[config.mk]
export PLATFORM = sky130hd
export DESIGN_NAME = cpu_seq_ctrl
export DESIGN_NICKNAME = d
export VERILOG_FILES = /design/src/rtl/cpu_seq_ctrl.sv
export SDC_FILE = /design/constraint.sdc
export NUM_CORES = 1
export LEC_CHECK = 0
export CORE_ASPECT_RATIO = 0.5
export CORE_MARGIN = 1.5
export CORE_UTILIZATION = 48
export CTS_BUF_LIST = sky130_fd_sc_hd__clkbuf_4
export DETAILED_ROUTE_END_ITERATION = 10
export HOLD_SLACK_MARGIN = 0.05
export PLACE_DENSITY_LB_ADDON = 0.25
export SLEW_MARGIN = 10
export SYNTH_ARGS = -nofsm -noshare
export SYNTH_HDL_FRONTEND = slang
export SYNTH_SLANG_ARGS = --single-unit
[constraint.sdc]
create_clock -name clk -period 3.21 [get_ports clk]
set_clock_uncertainty 0.15 [all_clocks]
set_input_delay 0.4815 -clock clk [delete_from_list [all_inputs] [get_ports clk]]
set_output_delay 0.4815 -clock clk [all_outputs]
set_load 0.02 [all_outputs]
[src/rtl/cpu_seq_ctrl.sv]
// Instruction sequencer for the 10-bit CPU: a fixed FETCH/DECODE/EXEC/WB sequence per instruction.
// It drives the PC load, the IR capture, the ALU control and the register-file write strobes.
module cpu_seq_ctrl #(
    parameter int IW    = 10,
    parameter int PC_W  = 4,
    parameter int CNT_W = 8
) (
    input  logic             clk,
    input  logic             rst,
    input  logic             run,
    input  logic             step_mode,
    input  logic [IW-1:0]    instr_in,
    input  logic [PC_W-1:0]  pc_addr,
    input  logic             zero_flag,
    output logic             pc_load_en,
    output logic [PC_W-1:0]  pc_next,
    output logic             ir_load,
    output logic             alu_en,
    output logic [2:0]       alu_op,
    output logic             imm_sel,
    output logic [1:0]       rd_sel,
    output logic [1:0]       rs_sel,
    output logic [3:0]       imm,
    output logic             reg_we,
    output logic             busy,
    output logic             halted,
    output logic             illegal,
    output logic [CNT_W-1:0] retired_cnt
);

    typedef enum logic [2:0] {
        S_IDLE, S_FETCH, S_DECODE, S_EXEC, S_WB, S_HALTED
    } state_t;

    localparam logic [3:0] OP_LOAD = 4'h1, OP_ADD = 4'h2, OP_SUB = 4'h3, OP_AND = 4'h4,
                           OP_OR   = 4'h5, OP_MOV = 4'h6, OP_JMP = 4'h7, OP_JZ  = 4'h8,
                           OP_JNZ  = 4'h9, OP_HALT = 4'hF;

    localparam logic [2:0] ALU_ADD = 3'b000, ALU_SUB = 3'b001, ALU_AND = 3'b010,
                           ALU_OR  = 3'b011, ALU_PASS = 3'b100;

    state_t            state, state_nxt;
    logic [IW-1:0]     ir;
    logic [3:0]        opcode;
    logic [2:0]        dec_op;
    logic              dec_alu;
    logic [PC_W-1:0]   pc_seq;
    logic [PC_W-1:0]   pc_tgt;

    assign opcode = ir[IW-1:IW-4];
    assign pc_seq = pc_addr + PC_W'(1);
    assign pc_tgt = PC_W'(ir[3:0]);

    // NOTE: sequential state uses non-blocking assignments so every register samples pre-edge values.
    always_ff @(posedge clk or negedge rst) begin
        if (!rst) begin
            state       <= S_IDLE;
            ir          <= '0;
            retired_cnt <= '0;
        end else begin
            state <= state_nxt;
            if (state == S_FETCH)
                ir <= instr_in;
            if (state == S_WB && retired_cnt != '1)
                retired_cnt <= retired_cnt + CNT_W'(1);
        end
    end

    // ALU class and operation of the instruction held in the IR.
    always_comb begin
        dec_alu = 1'b1;
        dec_op  = ALU_ADD;
        case (opcode)
            OP_LOAD: dec_op = ALU_PASS;
            OP_ADD:  dec_op = ALU_ADD;
            OP_SUB:  dec_op = ALU_SUB;
            OP_AND:  dec_op = ALU_AND;
            OP_OR:   dec_op = ALU_OR;
            OP_MOV:  dec_op = ALU_PASS;
            default: dec_alu = 1'b0;
        endcase
    end

    // NOTE: every output is given a default before the case, so no latch can be inferred.
    always_comb begin
        state_nxt  = state;
        pc_load_en = 1'b0;
        pc_next    = '0;
        ir_load    = 1'b0;
        alu_en     = 1'b0;
        alu_op     = ALU_ADD;
        imm_sel    = 1'b0;
        rd_sel     = '0;
        rs_sel     = '0;
        imm        = '0;
        reg_we     = 1'b0;
        illegal    = 1'b0;
        busy       = state inside {S_FETCH, S_DECODE, S_EXEC, S_WB};
        halted     = (state == S_HALTED);

        // The decoded fields are held from DECODE through WB and are quiet otherwise.
        if (state inside {S_DECODE, S_EXEC, S_WB}) begin
            rd_sel  = ir[5:4];
            rs_sel  = ir[3:2];
            imm     = ir[3:0];
            alu_op  = dec_op;
            imm_sel = (opcode == OP_LOAD);
        end

        case (state)
            S_IDLE: begin
                if (run)
                    state_nxt = S_FETCH;
            end
            S_FETCH: begin
                ir_load   = 1'b1;
                state_nxt = S_DECODE;
            end
            S_DECODE: begin
                state_nxt = (opcode == OP_HALT) ? S_HALTED : S_EXEC;
            end
            S_EXEC: begin
                alu_en    = dec_alu;
                state_nxt = S_WB;
            end
            S_WB: begin
                reg_we     = dec_alu;
                pc_load_en = 1'b1;
                illegal    = opcode inside {[4'hA:4'hE]};
                case (opcode)
                    OP_JMP:  pc_next = pc_tgt;
                    OP_JZ:   pc_next = zero_flag ? pc_tgt : pc_seq;
                    OP_JNZ:  pc_next = zero_flag ? pc_seq : pc_tgt;
                    default: pc_next = pc_seq;
                endcase
                state_nxt = step_mode ? S_IDLE : S_FETCH;
            end
            S_HALTED: begin
                state_nxt = S_HALTED;
            end
            default: state_nxt = S_IDLE;
        endcase
    end

endmodule

==> results of run 1 <==
==> final cells by class <==
type	count	area, µm²
Multi-Input combinational cell	96	683
Fill cell	179	547
Sequential cell	21	526
Timing Repair Buffer	51	505
Tap cell	35	43.8
Clock buffer	4	30.0
Inverter	2	7.51
==> how the worst max path moves through the flow <==
stage                     slack, ps  cells after the start          to       from
after detailed placement        210                      6  pc_next[1]  zero_flag
after global placement          290                      6  pc_next[3]  zero_flag
final                           210                      6  pc_next[1]  zero_flag
after global routing             20                      5  pc_next[1]      ir[9]
after floorplan                 770                      4      reg_we   state[1]
after CTS                       210                      5  pc_next[1]      ir[9]
==> sequential cells by signal, indices dropped and copies added, names as in the netlist <==
name / flops
ir: 10
retired_cnt: 8
state: 3
==> worst max-delay path: stages <==
cell and delay [ps]:
clkdlybuf4s50_1 430, nor4b_1 230, o21ai_0 180, nand2_1 190
mux2i_1 230, clkdlybuf4s50_1 620
==> placed cells by master, fill, tap and decap left out, types with 2 or more instances in the layout <==
master	Yosys	routed
nand4_1	3	3
a21oi_1	5	5
inv_1	2	2
clkbuf_4	0	4
mux2_2	13	13
ha_1	2	2
xnor2_1	4	4
xor2_1	2	2
and3_1	3	3
and3b_1	2	2
nor3_1	4	4
nor2b_1	8	8
dfrtp_1	21	21
mux2i_1	4	4
nand2_1	11	11
nor4b_1	3	3
buf_4	3	2
nand3_1	11	11
nor2_1	8	8
clkdlybuf4s50_1	0	49
==> cell families after synthesis <==
kind of cell,count (synthesis)
AOI/OAI and AO/OA,10
xor gates and xnor gates,6
adders and majority gates,2
buffers and inverters,10
DFF,21
muxes,18
and+or+nand+nor,60
==> layer usage <==
metal	GRT usage (%)	share of wire [%]	vias to the layer above
met5	0	0	-
met4	5.36	1.3	0
met3	5.99	6.6	4
met2	35.1	46	39
met1	24.4	46	519
li1	-	-	548
==> metrics by stage <==
stage	utilization (%)	setup slack (ps)	power, mW	instance area [µm²]	hold WS (ps)
3_5_place_dp	75.4	207	1.38	1770	340
4_1_cts	76.7	212	1.51	1800	367
6_report	76.7	214	1.51	1800	361
3_3_place_gp	75.4	291	1.36	1770	330
2_1_floorplan	-	772	1.06	1260	35.9
5_1_grt	76.7	15.4	1.61	1800	382
==> power groups by stage <==
stage	sequential (mW)	combinational (mW)	clock [mW]
after CTS	0.526	0.850	0.138
final	0.529	0.845	0.133
after floorplan	0.477	0.580	0
after global routing	0.553	0.911	0.147
after global placement	0.524	0.832	0
after detailed placement	0.531	0.850	0
==> results.md, run 1 <==
- Endpoint class of the critical path: output port
- R2r setup slk: 1240 ps
- First-pass GRT wire length: 4.23 mm
- Synthesized Nets: 148
- DR WL/cell: 13.2 µm
- Post-CTS setup buffers: 0
- # DRC: 0
- Mux contribution to synthesized area: 15.7%
- Synthesized area: 1260 µm²
- Gpl congestion: 0.778
- Clock sink total: 21
- Initial antenna violation count: 0
- Switching share of power: 42.2%
- Initial drt markers: 52
- Nets@finish: 196
- Worst-path clk slew: 110 ps
- DPL Wire Length: 2.10 mm
- Simple-Gate Fraction of Synth Area: 27.6%
- Non-Filler Instances: 209
- Post-Place Cells: 205
- Vias in the first global route: 943
- Worst-Margin Slew: 926 ps
- CTS Buf Count: 3
- Mean Syn Cell Area: 9.92 µm²
- Synth Area in Adders: 1.99%
- Fin crit period: 3000 ps
- Compound-Gate Fraction of Synth Area: 4.77%
- Worst Hold Depth: 1
- CTS tree: yes
- Syn Inst Count: 127
- Status: complete, no violations
- DR vias: 1110
- Starting Density: 53.8%
- Grt ovf: 0
- Register area share after synthesis: 41.7%
- Hold_sp: ir[5]
- Synth warnings: 0
- Yosys reg bits: 21
- Distinct cell type count of the synthesized netlist: 33
- Yosys top cell area share: 41.7%
- DR vias/cell: 5.31
- Initial DRT Pass Iterations: 4
- Largest net degree at the start of global routing: 22
- Leakage: 0.722 nW
- Depth of the CTS H-tree: 1
- Comb pwr share: 56.1%
- FF-to-FF Start: state[0]
- Clk_lat worst skew: 300 ps
- Die Y: 39.2 µm
- WL final: 2.77 mm
- Top cells by area, synth: dfrtp_1 (42%), mux2_2 (12%), nand3_1 (4.4%)
- Net Switching: 0.635 mW
- Final hold viol count: 0
- Depth of the most critical reg-to-reg path: 4
- Worst EP arrival: 2360 ps
- Post_cts resized: 0
- Synth area leader: dfrtp_1
- Core Footprint: 2340 µm²
- Number of port buffers: 49
- Period utilisation layout: 93.3%
- Worst-path fanout max: 3
- EDFF count, synth: 0
- WP data required: 2580 ps
- Slew margin rel.: 38.1%
- Peak supply drop: 0.520 mV
- Max-Cap Viols: 0
- Highest clock rate: 334 MHz
- Post-synth top cells: dfrtp_1 (21), mux2_2 (13), nand2_1 (11), nand3_1 (11)
- Core Rows: 12
- Synth Area in XOR/XNOR: 4.17%
- CTS Hold Bufs: 0
- Setup TNS: 0 ps
- Flop pwr share: 35.1%
- Cell with the most instances after synthesis: dfrtp_1
- Async SR Flop Fraction: 100%
- Crit start category: input port
- Worst Hold Endpoint: ir[5]
- Most used DFF post-synth: dfrtp_1
- Die area: 2960 µm²
- Internal power: 0.871 mW
- Post-route ant nets: 0
- Share of layout cells above drive strength 1: 12.1%
- P&R area growth vs syn: 42.5%
- Die width: 75.5 µm
- RSZ-0062 raised after global routing: no
- Largest family of logic cells by synthesized area: simple AND/OR/NAND/NOR gates
- Pwr Density: 839 nW/µm²
- Worst min-delay path category: flip-flop to flip-flop
- WS Path Type: input port to output port
- GRT Util Overall: 20.0%
- Reg-to-reg endpoint: ir[3]
- Setup violators final: 0
- IO Count: 50
- Clock Power Share: 8.8%
- Slew Limit Fails: 0
- Diode count: 0
- Root Driver: clkbuf_4
- Clk buf depth: 2
Note: power is estimated with default switching activity, not from simulation.
==> run 2: changes to the inputs <==
==> constraint.sdc (replaced) <==
create_clock -name clk -period 3.21 [get_ports clk]
set_clock_uncertainty 0.15 [all_clocks]
set_input_delay 0.4815 -clock clk [delete_from_list [all_inputs] [get_ports clk]]
set_output_delay 0.4815 -clock clk [all_outputs]
set_load 0.05 [all_outputs]
==> run 2 against run 1 <==
Global-route usage up 2.2 points. Critical path depth down 3. Power up 22%. Sequential power about the same. Die area unchanged. Clock power about the same. Largest cell class unchanged. Highest routed layer unchanged.
==> results.md, run 2 (synthesized netlist as in run 1, its figures left out) <==
- Grt ovf: 0 (unchanged)
- Largest net degree at the start of global routing: 22 (unchanged)
- Gpl congestion: 0.786 (was 0.778)
- WS Path Type: flip-flop to output port (was input port to output port)
- Comb pwr share: 64.1% (was 56.1%)
- Hold_ws: 362 ps (was 361 ps)
- Die Y: 39.2 µm (unchanged)
- Fin crit period: 2970 ps (was 3000 ps)
- Max-Cap Viols: 0 (unchanged)
- WL final: 2.87 mm (was 2.77 mm)
- # DRC: 0 (unchanged)
- Leakage: 0.778 nW (was 0.722 nW)
- Top Registers: ir: 10 flops, retired_cnt: 8 flops, state: 3 flops (unchanged)
- Final hold viol count: 0 (unchanged)
- Largest register FFs: 10 (unchanged)
- Commonest non-fill, non-tap cells in the layout: clkdlybuf4s50_1 (31), dfrtp_1 (21), mux2_2 (13), buf_4 (13) (was clkdlybuf4s50_1 (49), dfrtp_1 (21), mux2_2 (13))
- Post-CTS setup buffers: 0 (unchanged)
- Initial antenna violation count: 0 (unchanged)
- Crit. Startpoint: state[1] (was zero_flag)
- Share of layout cells above drive strength 1: 24.1% (was 12.1%)
- Commonest non-fill, non-tap cell in the layout: clkdlybuf4s50_1 (unchanged)
- CTS Hold Bufs: 0 (unchanged)
- Worst min-delay path category: flip-flop to flip-flop (unchanged)
- P&R area growth vs syn: 47.4% (was 42.5%)
- Switching share of power: 50.7% (was 42.2%)
- Pwr Density: 993 nW/µm² (was 839 nW/µm²)
- Vias in the first global route: 1029 (was 943)
- Flop pwr share: 28.5% (was 35.1%)
- Root Driver: clkbuf_4 (unchanged)
- Number of port buffers: 49 (unchanged)
- Worst-path clk slew: 110 ps (about the same)
- Worst-path fanout max: 9 (was 3)
- Setup violators final: 0 (unchanged)
- Highest clock rate: 336 MHz (was 334 MHz)
- GRT Util Overall: 22.3% (was 20.0%)
- Setup TNS: 0 ps (unchanged)
- Starting Density: 53.8% (unchanged)
- Period utilisation layout: 92.6% (was 93.3%)
- WP data required: 2580 ps (about the same)
- RSZ-0062 raised after global routing: no (unchanged)
- Clk_lat worst skew: 310 ps (was 300 ps)
- Internal power: 0.909 mW (was 0.871 mW)
- Core Footprint: 2340 µm² (unchanged)
- Nets@finish: 196 (unchanged)
- IO Count: 50 (unchanged)
- Non-Filler Instances: 209 (unchanged)
- Worst-Margin Slew: 926 ps (about the same)
- Post-layout util: 79.3% (was 76.7%)
- Clock sink total: 21 (unchanged)
- Endpoint class of the critical path: output port (unchanged)
- DPL Wire Length: 2.27 mm (was 2.10 mm)
- Hold_sp: ir[5] (unchanged)
- Layout fillers: 161 (was 179)
- Reg area: 526 µm² (unchanged)
- Slew margin rel.: 38.1% (about the same)
- Post-route ant nets: 0 (unchanged)
- Area of the multi-input gates: 702 µm² (was 683 µm²)
- FF-to-FF Start: state[0] (unchanged)
- Initial DRT Pass Iterations: 6 (was 4)
- Clk buf depth: 2 (unchanged)
- CTS tree: yes (unchanged)
- Slew Limit Fails: 0 (unchanged)
- DR vias: 1106 (was 1110)
- Die area: 2960 µm² (unchanged)
- Most flops, register: ir (unchanged)
- Net Switching: 0.936 mW (was 0.635 mW)
- Crit start category: flip-flop (was input port)
- Post_cts resized: 0 (unchanged)
- CTS Buf Count: 3 (unchanged)
- Status: complete, no violations (unchanged)
- Worst EP arrival: 2340 ps (was 2360 ps)
- Post-Place Cells: 205 (unchanged)
- Peak supply drop: 0.691 mV (was 0.520 mV)
- Diode count: 0 (unchanged)
- Depth of the CTS H-tree: 1 (unchanged)
- First-pass GRT wire length: 4.71 mm (was 4.23 mm)
- Die width: 75.5 µm (unchanged)
- DR WL/cell: 13.7 µm (was 13.2 µm)
- Core Rows: 12 (unchanged)
- Initial drt markers: 28 (was 52)
- DR vias/cell: 5.29 (was 5.31)
- Clock Power Share: 7.3% (was 8.8%)
-- run 2: cell types whose count changed in the layout (fill, tap and decap cells not counted) --
cell / before / now
nor4b_1: 3 / 1
buf_12: 0 / 7
nor4bb_2: 0 / 1
nor4b_2: 0 / 2
nor4bb_1: 1 / 0
clkdlybuf4s50_1: 49 / 31
buf_4: 2 / 13
-- run 2: cell type report --
class | count | share of cell area [%]
Multi-Input combinational cell | 96 | 37.8
Timing Repair Buffer | 51 | 29.5
Clock buffer | 4 | 1.62
Inverter | 2 | 0.404
Tap cell | 35 | 2.36
Sequential cell | 21 | 28.3
-- run 2: critical path: stages (launching register included) --
cell and delay (ps):
dfrtp_1 500, nor3b_4 410, nor4bb_2 280, clkdlybuf4s50_1 860
-- run 2: final timing paths --
check | slack, ps | to | cells after the start
setup / recovery | 240 | illegal | 3
hold / removal | 360 | ir[5] | 1
setup reg to reg | 1290 | ir[4] | 4
hold reg to reg | 360 | ir[5] | 1
max in group asynchronous | 1820 | state[2] | 1
min in group asynchronous | 530 | retired_cnt[0] | 1
-- run 2: layer usage --
| layer | GRT usage, % | vias up | routed length (µm) |
|---|---|---|---|
| met1 | 27.7 | 518 | 1300 |
| met3 | 5.73 | 4 | 181 |
| met2 | 39.9 | 36 | 1370 |
| li1 | - | 548 | - |
| met4 | 4.02 | 0 | 20 |
| met5 | 0 | - | 0 |
-- run 2: metrics by stage --
stage / instance area [µm²] / setup slack [ps] / power (mW)
3_3_place_gp: 1830 / 616 / 1.69
5_1_grt: 1860 / 57.2 / 1.97
4_1_cts: 1860 / 198 / 1.86
3_5_place_dp: 1830 / 553 / 1.72
6_report: 1860 / 236 / 1.84
2_1_floorplan: 1280 / 269 / 1.34
-- run 2: power groups by stage --
stage / combinational [mW] / sequential (mW) / clock [mW]
floorplan: 0.811 / 0.530 / 0
global placement: 1.17 / 0.525 / 0
detailed placement: 1.19 / 0.531 / 0
CTS: 1.19 / 0.526 / 0.139
global route: 1.26 / 0.558 / 0.151
finish: 1.18 / 0.526 / 0.135
